===== config.mk =====
export PLATFORM = sky130hd
export DESIGN_NAME = mux_8x1_scan_ctrl
export DESIGN_NICKNAME = d
export VERILOG_FILES = /design/src/rtl/mux_8x1_scan_ctrl.sv
export SDC_FILE = /design/constraint.sdc
export NUM_CORES = 1
export LEC_CHECK = 0
export BUFFER_PORTS_ARGS = -buffer_cell sky130_fd_sc_hd__buf_4
export CORE_MARGIN = 3
export CORE_UTILIZATION = 48
export DETAILED_ROUTE_END_ITERATION = 8
export GPL_TIMING_DRIVEN = 0
export PLACE_DENSITY = 0.68
export SLEW_MARGIN = 20
export SYNTH_ARGS = -nofsm -noshare
export SYNTH_HDL_FRONTEND = slang
export SYNTH_SLANG_ARGS = --single-unit
export TNS_END_PERCENT = 30

===== constraint.sdc =====
create_clock -name clk -period 3.8 [get_ports clk]
set_clock_uncertainty 0.2 [all_clocks]
set_input_delay 0.57 -clock clk [delete_from_list [all_inputs] [get_ports clk]]
set_output_delay 0.57 -clock clk [all_outputs]
set_load 0.02 [all_outputs]

===== src/rtl/mux_8x1_scan_ctrl.sv =====
// Select sequencer for a mux_8x1: steps s2/s1/s0 through all eight channels,
// samples y once per channel after a settle window and hands the byte downstream.
module mux_8x1_scan_ctrl #(
  parameter int unsigned SETTLE    = 1,
  parameter bit          MSB_FIRST = 1'b0
) (
  input  logic       clk,
  input  logic       rst,
  input  logic       start,
  input  logic       y_in,
  output logic       s2,
  output logic       s1,
  output logic       s0,
  output logic       busy,
  output logic [7:0] data_out,
  output logic       valid,
  input  logic       ready
);

  typedef enum logic [1:0] {
    IDLE  = 2'd0,
    SCAN  = 2'd1,
    VALID = 2'd2
  } state_t;

  localparam logic [3:0] RELOAD = 4'(SETTLE - 1);

  state_t     r_state;
  logic [2:0] r_sel;
  logic [3:0] r_cnt;
  logic [7:0] r_shift;
  logic [7:0] r_data;
  logic       r_valid;
  logic       r_busy;

  logic [2:0] w_idx;
  logic [7:0] w_shift_next;

  // The byte including the bit captured on this edge, so the last channel
  // reaches data_out on the same edge that enters VALID.
  always_comb begin
    w_idx               = MSB_FIRST ? ~r_sel : r_sel;
    w_shift_next        = r_shift;
    w_shift_next[w_idx] = y_in;
  end

  // NOTE: every register here is updated with <= so all of them see the
  // pre-edge values of each other; blocking = would create ordering races.
  always_ff @(posedge clk) begin
    if (rst) begin
      r_state <= IDLE;
      r_sel   <= 3'd0;
      r_cnt   <= 4'd0;
      r_shift <= 8'h00;
      r_data  <= 8'h00;
      r_valid <= 1'b0;
      r_busy  <= 1'b0;
    end else begin
      case (r_state)
        IDLE: begin
          r_sel <= 3'd0;
          if (start) begin
            r_state <= SCAN;
            r_cnt   <= RELOAD;
            r_busy  <= 1'b1;
          end
        end
        SCAN: begin
          if (r_cnt != 4'd0) begin
            r_cnt <= r_cnt - 4'd1;
          end else begin
            r_shift <= w_shift_next;
            if (r_sel != 3'd7) begin
              r_sel <= r_sel + 3'd1;
              r_cnt <= RELOAD;
            end else begin
              r_data  <= w_shift_next;
              r_valid <= 1'b1;
              r_state <= VALID;
            end
          end
        end
        VALID: begin
          if (ready) begin
            r_valid <= 1'b0;
            r_busy  <= 1'b0;
            r_sel   <= 3'd0;
            r_state <= IDLE;
          end
        end
        default: begin
          r_state <= IDLE;
          r_sel   <= 3'd0;
          r_valid <= 1'b0;
          r_busy  <= 1'b0;
        end
      endcase
    end
  end

  assign {s2, s1, s0} = r_sel;
  assign busy         = r_busy;
  assign valid        = r_valid;
  assign data_out     = r_data;

endmodule


== Yosys cells after proc, flatten, opt, wreduce, memory -nomap -nowiden ==
Cells that the tools add are included.

* $add $sub $neg: 2
* Order comparisons: 2
* Equality and inequality tests: 9
* Multiplexer cells: 22
* Bitwise operators: 4
* Reductions and logical operators: 11

{| class="wikitable"
|+ Operator list
! operator !! number
|-
| $mux 4 || 3
|-
| $reduce_and 3->1 || 4
|-
| $ne 2x2->1 const B || 5
|-
| $mux 3 || 3
|-
| $bwmux 8 || 1
|-
| $mux 2 || 4
|-
| $pmux 4 s2 || 1
|-
| $reduce_and 4->1 || 2
|-
| $ne 3x3->1 const B || 2
|-
| $pmux 1 s3 || 2
|-
| $pmux 2 s3 || 1
|-
| $pmux 3 s2 || 1
|-
| $mux 1 || 5
|-
| $lt 3x4->1 const B || 1
|-
| $not 1->1 || 4
|-
| $reduce_bool 4->1 || 1
|-
| $sub 4x1->4 const B || 1
|-
| $add 3x1->3 const B || 1
|-
| $demux 1 s3 || 1
|-
| $ge 3x1->1 const B || 1
|-
| $eq 2x1->1 const B || 1
|-
| $eq 2x2->1 const B || 1
|-
| $logic_not 2->1 || 1
|-
| $reduce_and 2->1 || 1
|-
| 2 further kinds || 2
|}

* Register bits: 27
* Bits of input ports: 5
* Output and inout bits: 13
* Logic and storage cells: 57

== Logic depth before layout (Yosys ltp) ==
* Word-level depth: 5
* Mapped depth: 6
* Gate-level depth less buffers: 5

== Worst setup path after synthesis ==
No wires, ideal clock.

* Path kind: register -> register
* Start: register r_sel[1]
* End: register r_cnt[0]
* Setup time: 122 ps
* Data arrival time: 1569 ps
* Path slack: 1910 ps
* Stages on the path, launching flop included: 7
* Buffers on the path: 1
* Clock period less this slack: 1890 ps
* Path through: dfxtp_1 -> ha_1 -> ha_1 -> nor4bb_4 -> and2_4 -> buf_6 -> o311a_1

* Cells in the longest elaborated chain, start to end: 3

{| class="wikitable"
|+ Ends and longest elaborated chain
! item !! RTL line !! source
|-
| from (decl) || 29 || <nowiki>logic [2:0] r_sel;</nowiki>
|-
| from (signal assigned) || 74 || <nowiki>r_sel <= r_sel + 3'd1;</nowiki>
|-
| $ne 3x3->1 || 73 || <nowiki>if (r_sel != 3'd7) begin</nowiki>
|-
| $ne 3x3->1 (no line) || - ||
|-
| $reduce_and 3->1 (no line) || - ||
|-
| to (signal assigned) || 70 || <nowiki>r_cnt <= r_cnt - 4'd1;</nowiki>
|-
| to (decl) || 30 || <nowiki>logic [3:0] r_cnt;</nowiki>
|}

Every way passes these cells.
A chain may end at the register's enable or synchronous reset.

== Final worst setup path ==
* Start: register r_sel[1]
* End: register r_sel[0]

* Cells in the longest elaborated chain, start to end: 3

{| class="wikitable"
|+ Ends and longest elaborated chain
! item !! RTL line
|-
| $ne 3x3->1 || 73
|-
| $ne 2x2->1 (no line) || -
|-
| $reduce_and 3->1 (no line) || -
|}

Every way passes these cells.

==> qor.csv <==
stage;metric;value;unit
status;status;complete, no violations;
worst_setup_path;CP max FO;5;
pwr;peak supply drop;153;uV
synth;asr flop ratio synth;0;%
synth;sequential area share after synthesis;36.7;%
synth;YS warnings;0;
worst_setup_path;top cell family by delay on the critical path;adder cells;
worst_setup_path;Crit-path slowest cell;nor4b_1;
worst_setup_path;Worst Path Required;3.84;ns
synth;FF+latch count, synth;27;
detailed_routing;DRC;0;
worst_setup_path;worst stage delay on the critical path;0.42;ns
cells_and_area;Util after Layout;58.6;%
cells_and_area;most frequent cells in the layout;dfxtp_1 (27), buf_4 (18), a21oi_1 (17), a211oi_1 (12), mux2i_1 (9);
pwr;Leak Pwr;0.686;nW
grt;Global Route Usage Sum;18.1;%
clocking;clock slew at reported path FFs;0.14;ns
clocking;PostCTS Resize Cnt;0;
clocking;Clock Tree Root;clkbuf_4;
pwr;switching share of power;25.7;%
floorplan;I/O pin cnt;18;
floorplan;row count;19;
detailed_routing;initial drt markers;47;
pwr;Pwr Density;290;nW/um2
grt;number of global-route vias before repair;1079;
timing;final hold slack;0.296;ns
timing;Slew Limit Fails;0;
cells_and_area;Layout Nets;179;
synth;Post-synth EDFFs;0;
detailed_routing;wire length per cell;15.8;um
timing;pin slew with the least headroom to its limit;0.533;ns
clocking;worst skew pair latency;0.33;ns
worst_setup_path;CP Launch Type;flop;
detailed_routing;antenna viol nets, final;0;
grt;initial antenna violation count;0;
cells_and_area;synthesis-to-finish area growth;12.6;%
floorplan;die area;3770;um2
detailed_routing;via count;1191;
floorplan;die width;61.4;um
pwr;NetSw;0.124;mW
cells_and_area;commonest non-fill, non-tap cell in the layout;dfxtp_1;
placement;post-place setup slack;1.78;ns
timing;final worst path period share;53.7;%
clocking;hold_buf cts;0;
placement;placed cells;196;
floorplan;die height;61.4;um
synth;Syn Area/Cell;9.89;um2
min_path;Min-Delay Path Class;primary input to flop;
grt;largest net degree at the start of global routing;15;
clocking;Clock Sink Count;27;
cells_and_area;layout cells sized above 1;25.4;%
synth;Netlist Area Pre-Place;1470;um2
floorplan;Initial Util;52.1;%
detailed_routing;drt first pass iters;4;
worst_setup_path;WP buf/inv;0;
timing;Post-Route Setup TNS;0;ns
cells_and_area;final instance count without filler cells;200;
run;MaxCap Viol Count;0;
worst_setup_path;Worst Setup End Kind;flop;
placement;Buffers on Ports;16;
synth;net count after synthesis;158;
pwr;register share of total power;61.1;%
pwr;Cell Int Power;0.357;mW
cells_and_area;filler cell count;250;
synth;ys flop type;dfxtp_1;
synth;Mapped Cells;149;
clocking;clk buf depth;2;
detailed_routing;drt via density;5.96;
timing;Final Critical Period;2.04;ns
timing;worst rel slew slack;64.3;%
cells_and_area;Antenna diodes;0;
worst_setup_path;Arrival @ worst endpoint;2.07;ns
timing;final worst slack;1.76;ns
clocking;H-tree levels;1;
clocking;CTS tree;done;
placement;GPL Wtd Cong;0.793;
worst_setup_path;crit-path cells;ha_1, ha_1, nor4b_1, o31ai_1, mux2_2;
timing;Max Freq;490;MHz
worst_setup_path;critical path class;flop to flop;
timing;Finish-stage setup viols;0;
grt;gr ovfl total;0;
placement;HPWL Detailed;2370;um
timing;RSZ-0062 raised after global routing;no;
clocking;CTS buffer count;3;
detailed_routing;Final Routed Wirelength;3170;um
worst_setup_path;crit-path most repeated cell;ha_1;
pwr;Comb pwr share;12.6;%
timing;Final Hold Viols;0;
grt;global-route wire length before repair;5060;um
clocking;setup bufs post-CTS;0;
pwr;Clock power frac;26.3;%
synth;Netlist cell types;45;
floorplan;CORE AREA;2830;um2
## state kept, by name, indices dropped and copies added (netlist names)
signal / flops
r_cnt: 4
data_out: 8
r_state: 2
valid: 1
busy: 1
r_sel: 3
r_shift: 8
## worst reg2reg max path, stage by stage (launching register included)
cell     delay (ns)
dfxtp_1        0.39
ha_1           0.23
ha_1           0.21
nor4b_1        0.42
o31ai_1        0.19
mux2_2         0.30
## final timing paths
path | start | end | slack, ns | depth (start not counted)
max | r_sel[1]$_SDFFE_PP0P_ | r_sel[0]$_SDFFE_PP0P_ | 1.76 | 5
min | start | busy$_SDFFE_PP0P_ | 0.30 | 3
max reg2reg | r_sel[1]$_SDFFE_PP0P_ | r_sel[0]$_SDFFE_PP0P_ | 1.76 | 5
min reg2reg | valid$_SDFFE_PP0P_ | valid$_SDFFE_PP0P_ | 0.32 | 1
## stage by stage
| stage | area, um2 | total power, mW |
|---|---|---|
| floorplan | 1470 | 0.343 |
| global placement | 1630 | 0.358 |
| detailed placement | 1630 | 0.360 |
| CTS | 1660 | 0.484 |
| global route | 1660 | 0.501 |
| finish | 1660 | 0.481 |
## metal layers
metal,GRT usage (%),routed length [um]
met5,0,0
met4,6.97,38
met3,2.10,134
met2,28.4,1480
met1,25.4,1520
## power groups by stage
| stage | clock network [mW] | logic [mW] | registers, mW |
|---|---|---|---|
| 2_1_floorplan | 0 | 0.0419 | 0.301 |
| 3_3_place_gp | 0 | 0.0584 | 0.299 |
| 3_5_place_dp | 0 | 0.0604 | 0.300 |
| 4_1_cts | 0.130 | 0.0608 | 0.294 |
| 5_1_grt | 0.140 | 0.0659 | 0.294 |
| 6_report | 0.126 | 0.0608 | 0.294 |
## kinds of logic after synthesis
group,after synthesis,synth area share (%)
AO/OA/AOI/OAI,48,22.2
AND/OR/NAND/NOR,38,19.9
multiplexers,10,6.88
flip-flops,27,36.7
buffers and inverters,22,11.0
adder cells (fa/ha/maj),4,3.40
## synthesized netlist by cell type, types with 2 or more instances
master / n / share of area, %
nor2_1: 5 / 1.3
a31o_2: 4 / 2.4
clkbuf_8: 3 / 2.8
nand2_1: 2 / 0.51
a21oi_1: 17 / 5.8
nand4_1: 4 / 1.7
a22o_1: 2 / 1.2
a211oi_1: 12 / 6.1
a22oi_1: 2 / 1.0
dfxtp_1: 27 / 37
buf_2: 2 / 0.68
inv_1: 8 / 2.0
nor2b_1: 3 / 1.3
ha_1: 4 / 3.4
mux2i_1: 9 / 6.1
o21ai_0: 3 / 1.0
nor3b_2: 2 / 1.7
buf_4: 2 / 1.0
nor3b_1: 3 / 1.5
buf_6: 3 / 2.3
and2_1: 2 / 0.85
nor3_1: 2 / 0.68
nand3b_1: 3 / 1.5
or4b_1: 2 / 1.4
nand3_1: 2 / 0.68
clkbuf_2: 2 / 0.68
## layout make-up
| type | count | area (um2) | share of cell area, % |
|---|---|---|---|
| Clock buffer | 4 | 26.3 | 1.58 |
| Multi-Input combinational cell | 100 | 772 | 46.5 |
| Tap cell | 31 | 38.8 | 2.34 |
| Buffer | 14 | 131 | 7.92 |
| Inverter | 8 | 30.0 | 1.81 |
| Sequential cell | 27 | 541 | 32.6 |
| Timing Repair Buffer | 16 | 120 | 7.24 |
Power figures use the tool's default switching activity.
